--- src/rtl/bmu_pkg.sv ---
// Shared bit-manipulation-unit definitions: popcnt sequencer state encoding
// and slice-count helpers derived from the operand and datapath widths.
package bmu_pkg;

    typedef enum logic [1:0] {
        IDLE  = 2'd0,
        COUNT = 2'd1,
        DONE  = 2'd2
    } popcnt_seq_state_t;

    function automatic int nslice_x(input int xlen, input int chunk);
        return xlen / chunk;
    endfunction

    function automatic int nslice_w(input int chunk);
        return 32 / chunk;
    endfunction

    localparam int XLEN_DEF  = 64;
    localparam int CHUNK_DEF = 16;
    localparam int NSLICE_X  = nslice_x(XLEN_DEF, CHUNK_DEF);
    localparam int NSLICE_W  = nslice_w(CHUNK_DEF);

endpackage

--- src/rtl/popcnt.sv ---
// Combinational population count of a WIDTH-bit vector.
module popcnt #(
    parameter int WIDTH = 16
) (
    input  logic [WIDTH-1:0]         a,
    output logic [$clog2(WIDTH):0]   cnt
);

    localparam int CW = $clog2(WIDTH) + 1;

    // Ripple sum of the individual bits.
    always_comb begin
        cnt = {CW{1'b0}};
        for (int i = 0; i < WIDTH; i++) begin
            cnt = cnt + CW'(a[i]);
        end
    end

endmodule

--- src/rtl/popcnt_seq.sv ---
// Multi-cycle cpop/cpopw sequencer sharing one CHUNK-bit popcnt slice.
// Optional build macro POPCNT_SEQ_EARLY_EXIT_EN ends counting once the remaining operand is zero.
module popcnt_seq
    import bmu_pkg::*;
#(
    parameter int XLEN  = 64,
    parameter int CHUNK = 16
) (
    input  logic                     clk,
    input  logic                     reset_n,
    input  logic                     InValid,
    output logic                     InReady,
    input  logic [XLEN-1:0]          A,
    input  logic                     W32,
    input  logic                     Flush,
    output logic                     OutValid,
    input  logic                     OutReady,
    output logic [$clog2(XLEN):0]    Result,
    output logic                     Busy
);

    localparam int NX = nslice_x(XLEN, CHUNK);
    localparam int NW = nslice_w(CHUNK);
    localparam int RW = $clog2(XLEN) + 1;
    localparam int CW = $clog2(CHUNK) + 1;
    localparam int IW = $clog2(NX + 1);

    popcnt_seq_state_t state_r, state_s;
    logic [XLEN-1:0]   op_r, op_s;
    logic [IW-1:0]     idx_r, idx_s;
    logic [IW-1:0]     last_r, last_s;
    logic [RW-1:0]     acc_r, acc_s;
    logic [CW-1:0]     slice_cnt_s;
    logic [XLEN-1:0]   mask_s;
    logic              in_ready_s;
    logic              early_s;

    // Operand register shifts right each COUNT cycle, so the live slice is always the low CHUNK bits.
    popcnt #(.WIDTH(CHUNK)) u_popcnt (
        .a   (op_r[CHUNK-1:0]),
        .cnt (slice_cnt_s)
    );

    // Early exit: nothing left to count above the slice being consumed now.
    always_comb begin
`ifdef POPCNT_SEQ_EARLY_EXIT_EN
        early_s = ((op_r >> CHUNK) == {XLEN{1'b0}});
`else
        early_s = 1'b0;
`endif
    end

    // Next-state, accumulator and operand-capture logic.
    always_comb begin
        state_s    = state_r;
        op_s       = op_r;
        idx_s      = idx_r;
        last_s     = last_r;
        acc_s      = acc_r;
        in_ready_s = (state_r == IDLE) || ((state_r == DONE) && OutReady);
        mask_s     = W32 ? XLEN'(32'hFFFF_FFFF) : {XLEN{1'b1}};

        case (state_r)
            IDLE: begin
                if (InValid) begin
                    state_s = COUNT;
                end else begin
                    state_s = IDLE;
                end
            end
            COUNT: begin
                acc_s = acc_r + RW'(slice_cnt_s);
                op_s  = op_r >> CHUNK;
                idx_s = idx_r + IW'(1'b1);
                if ((idx_r == last_r) || early_s) begin
                    state_s = DONE;
                end else begin
                    state_s = COUNT;
                end
            end
            DONE: begin
                if (OutReady && InValid) begin
                    state_s = COUNT;
                end else if (OutReady) begin
                    state_s = IDLE;
                end else begin
                    state_s = DONE;
                end
            end
            default: begin
                state_s = IDLE;
            end
        endcase

        // Any transition into COUNT out of IDLE/DONE is a fresh accept.
        if ((state_r != COUNT) && (state_s == COUNT)) begin
            op_s   = A & mask_s;
            last_s = W32 ? IW'(NW - 1) : IW'(NX - 1);
            acc_s  = {RW{1'b0}};
            idx_s  = {IW{1'b0}};
        end else begin
            last_s = last_s;
        end

        // Flush overrides both accept and the DONE handshake.
        if (Flush) begin
            state_s = IDLE;
            acc_s   = {RW{1'b0}};
            idx_s   = {IW{1'b0}};
        end else begin
            state_s = state_s;
        end
    end

    // Sequencer state registers.
    always_ff @(posedge clk or negedge reset_n) begin
        if (!reset_n) begin
            state_r <= IDLE;
            op_r    <= {XLEN{1'b0}};
            idx_r   <= {IW{1'b0}};
            last_r  <= {IW{1'b0}};
            acc_r   <= {RW{1'b0}};
        end else begin
            state_r <= state_s;
            op_r    <= op_s;
            idx_r   <= idx_s;
            last_r  <= last_s;
            acc_r   <= acc_s;
        end
    end

    assign InReady  = in_ready_s;
    assign OutValid = (state_r == DONE);
    assign Result   = acc_r;
    assign Busy     = (state_r != IDLE);

endmodule

--- config.mk ---
export PLATFORM = sky130hd
export DESIGN_NAME = popcnt_seq
export DESIGN_NICKNAME = d
export VERILOG_FILES = /design/src/rtl/bmu_pkg.sv /design/src/rtl/popcnt.sv /design/src/rtl/popcnt_seq.sv
export SDC_FILE = /design/constraint.sdc
export NUM_CORES = 1
export LEC_CHECK = 0
export ABC_AREA = 1
export CORE_MARGIN = 2
export CORE_UTILIZATION = 48
export CTS_BUF_LIST = sky130_fd_sc_hd__clkbuf_8
export CTS_CLUSTER_SIZE = 40
export DETAILED_ROUTE_END_ITERATION = 10
export HOLD_SLACK_MARGIN = 0.05
export PLACE_DENSITY = 0.73
export SLEW_MARGIN = 40
export SYNTH_ARGS = -nofsm -noshare
export SYNTH_HDL_FRONTEND = slang
export SYNTH_SLANG_ARGS = --single-unit
--- constraint.sdc ---
create_clock -name clk -period 5.44 [get_ports clk]
set_clock_uncertainty 0.1 [all_clocks]
set_input_delay 0.816 -clock clk [delete_from_list [all_inputs] [get_ports clk]]
set_output_delay 0.816 -clock clk [all_outputs]
set_load 0.02 [all_outputs]
==> results.md <==
* Number of setup violations in the final report at 0
* Die area at 9800 um^2
* Clock slew at reported path FFs at 0.09 ns
* # fillers at 765
* Vias in the first global route at 3389
* Total number of vias at 3480
* XOR/XNOR share of the synthesized area at 0.809%
* Final #Nets at 709
* Post-synthesis compound-gate area fraction at 15.3%
* CTS tree: built
* Syn Area/Cell at 7.92 um^2
* Post-route clock period utilization at 85.6%
* Leak at 2.65 nW
* Final Core Density at 61.8%
* Global route total overflow at 0
* Layout cell share with drive strength beyond 1 at 4.03%
* Synth-to-Final Area Change at 24.3%
* Adder-cell share of the synthesized area at 8.26%
* Initial antenna violation count at 0
* Met3 Usage GRT at 3.76%
* Inserted Diodes at 0
* Post-CTS Setup Inserts at 0
* GR peak layer: met2
* Hold-fix buffers, CTS at 0
* Gate Count Post-Synth at 547
* I/O pins at 80
* Routed len/inst at 12.4 um
* Final Slew Violations at 0
* Yosys reg bits at 78
* Grt met2 use at 32.0%
* Initial Util at 49.7%
* Number of flops mapped to enable cells by yosys at 0
* Post-synth top cells: 150 x nand2_1, 112 x inv_1, 78 x dfrtp_1
* # DRC at 0
* Post-synth top area share at 45.0%
* Max Cap Violations at 0
* Post-synthesis mux area share at 0.520%
* H-tree Lvls at 3
* Total Power at 0.00244 W
* Die Width at 99.0 um
* Pre-CTS setup slack at 0.797 ns
* Critical Path RT at 5.57 ns
* Synth area leaders: dfrtp_1 45%, nand2_1 13%, inv_1 9.7%
* Peak VDD IR at 0.000309 V
* Worst reg2reg setup slack at 0.78 ns
* Final Worst Setup Slack at 0.785 ns
* CP endpoint kind: flip-flop
* Area occupied by multi-input gates at 1830 um^2
* Clock root buffer: clkbuf_8
* Global-route met1 utilization at 26.5%
* FF-to-FF path depth at 16
* Most common cell in the netlist: nand2_1
* Die Ht at 99.0 um
* Final min period at 4.66 ns
* Outcome: finished clean
* YS warnings at 0
* Worst EP arrival at 4.79 ns
* Register area at 1950 um^2
* Antenna viol nets, final at 0
* Post-CTS sizing at 0
* Post-synthesis simple-gate area fraction at 17.3%
* Worst R2R Start: op_r[0]
* Worst setup path endpoint: Result[5]
* Main combinational cell family by area after synthesis: simple AND/OR/NAND/NOR gates
* Global-route wire length before repair at 15400 um
* Worst setup path class: flip-flop to flip-flop
* FF-to-FF End: Result[5]
* Prevailing post-synth register cell: dfrtp_1
* CP max FO at 4
* Endpoints failing hold at 0
* Setup TNS at 0 ns
* Hold Path Class: primary input to async pin
* Routability cong. at 0.880
* Slew @ Worst Pin at 0.704 ns
* Startpoint Class: flip-flop
* Post-DP HPWL at 6530 um
* Worst slew margin at 53.1%
* Syn_nets at 639
* TritonCTS Buffers at 9
* First-pass iteration count of the detailed router at 4
* Sequential-to-total area share from yosys stat at 45.0%
* Area leader, netlist: dfrtp_1
* Async S/R FF share, synth at 100%
* Largest net degree at the start of global routing at 79
* Netlist cell types at 26
* Pwr dens at 454 nW/um^2
* Fmax at 0.215 GHz
* GRT Total Usage at 19.5%
* Final Routed Wirelength at 9040 um
* RSZ-0062 raised after global routing: no
* Port bufs at 79
* CTS Sinks at 78
* Drt first-iter violations at 178
* Vias per Instance at 4.77
* Clk_lat worst skew at 0.35 ns
* Clk buf depth at 2
* Setup crit start: op_r[0]
* Site Rows at 34
* Core area at 8720 um^2
* Post-synthesis cell area at 4330 um^2
-- layout by cell type, fill, tap and decap left out --
cell             count
o22ai_1              1
inv_1              112
nand4_1              2
ha_1                11
a21oi_1              7
nand2_1            149
nor3_1               1
fa_1                11
nand3_1             12
nand3_4              1
o21ai_1             27
mux2i_4              1
o21bai_1            32
nand2_2              1
dfrtp_1             78
nor2_1              21
clkbuf_8            11
bufinv_16            2
inv_2                1
o21ai_0             49
xnor2_1              2
xor2_1               2
buf_6                2
nor2_2               1
buf_4                2
clkinv_2             3
and2_1               1
clkdlybuf4s50_1     78
-- where the power goes --
| part | switching (W) | internal (W) |
|---|---|---|
| Sequential | 0.0000326 | 0.000668 |
| Clock | 0.000211 | 0.000280 |
| Combinational | 0.000709 | 0.000543 |
-- layout make-up --
type / instances / share of cell area (%)
Sequential cell: 78 / 36.2
Multi-Input combinational cell: 332 / 34.0
Timing Repair Buffer: 82 / 15.2
Inverter: 114 / 7.97
Clock buffer: 11 / 2.81
Tap cell: 108 / 2.51
Clock inverter: 4 / 1.30
-- stage by stage --
step / instance area (um^2) / hold slack, ns / instances
global placement: 5140 / 0.362 / 713
detailed placement: 5160 / 0.367 / 714
floorplan: 4330 / 0.348 / 547
finish: 5390 / 0.368 / 729
global route: 5390 / 0.430 / 729
CTS: 5380 / 0.388 / 729
-- routing by layer --
| layer | share of wire [%] | vias to the layer above | wire length, um |
|---|---|---|---|
| met4 | 1.1 | 0 | 95 |
| met3 | 3.5 | 8 | 319 |
| met2 | 48 | 76 | 4350 |
| met1 | 47 | 1598 | 4270 |
| li1 | - | 1798 | - |
| met5 | 0 | - | 0 |
-- registers in the layout, summed over array words and instances (netlist names) --
name     flops
idx_r        3
Result       7
last_r       2
op_r        64
state_r      2
-- worst min-delay path by stage --
stage                          from         to  slack, ns
after global routing        reset_n  Result[4]       0.43
after detailed placement  last_r[0]  last_r[0]       0.37
after CTS                 last_r[0]  last_r[0]       0.39
final                       reset_n  Result[4]       0.37
after floorplan           last_r[0]  last_r[0]       0.35
after global placement    last_r[0]  last_r[0]       0.36
-- cells by family after synthesis --
| kind of cell | count (synthesis) |
|---|---|
| buffers and inverters | 137 |
| DFF | 78 |
| adders and majority gates | 22 |
| AOI/OAI and AO/OA | 116 |
| xor gates and xnor gates | 4 |
| muxes | 1 |
| and+or+nand+nor | 189 |
-- critical path, cell delays in order, from the launching register on --
cell	delay, ns
dfrtp_1	0.38
ha_1	0.29
inv_1	0.07
fa_1	0.43
fa_1	0.49
fa_1	0.53
fa_1	0.43
fa_1	0.41
fa_1	0.41
o21ai_0	0.23
ha_1	0.31
nand2_1	0.10
inv_1	0.04
nand2_1	0.06
nand3_1	0.09
a21oi_1	0.13
nor2_1	0.06
(Power assumes the default switching activity.)
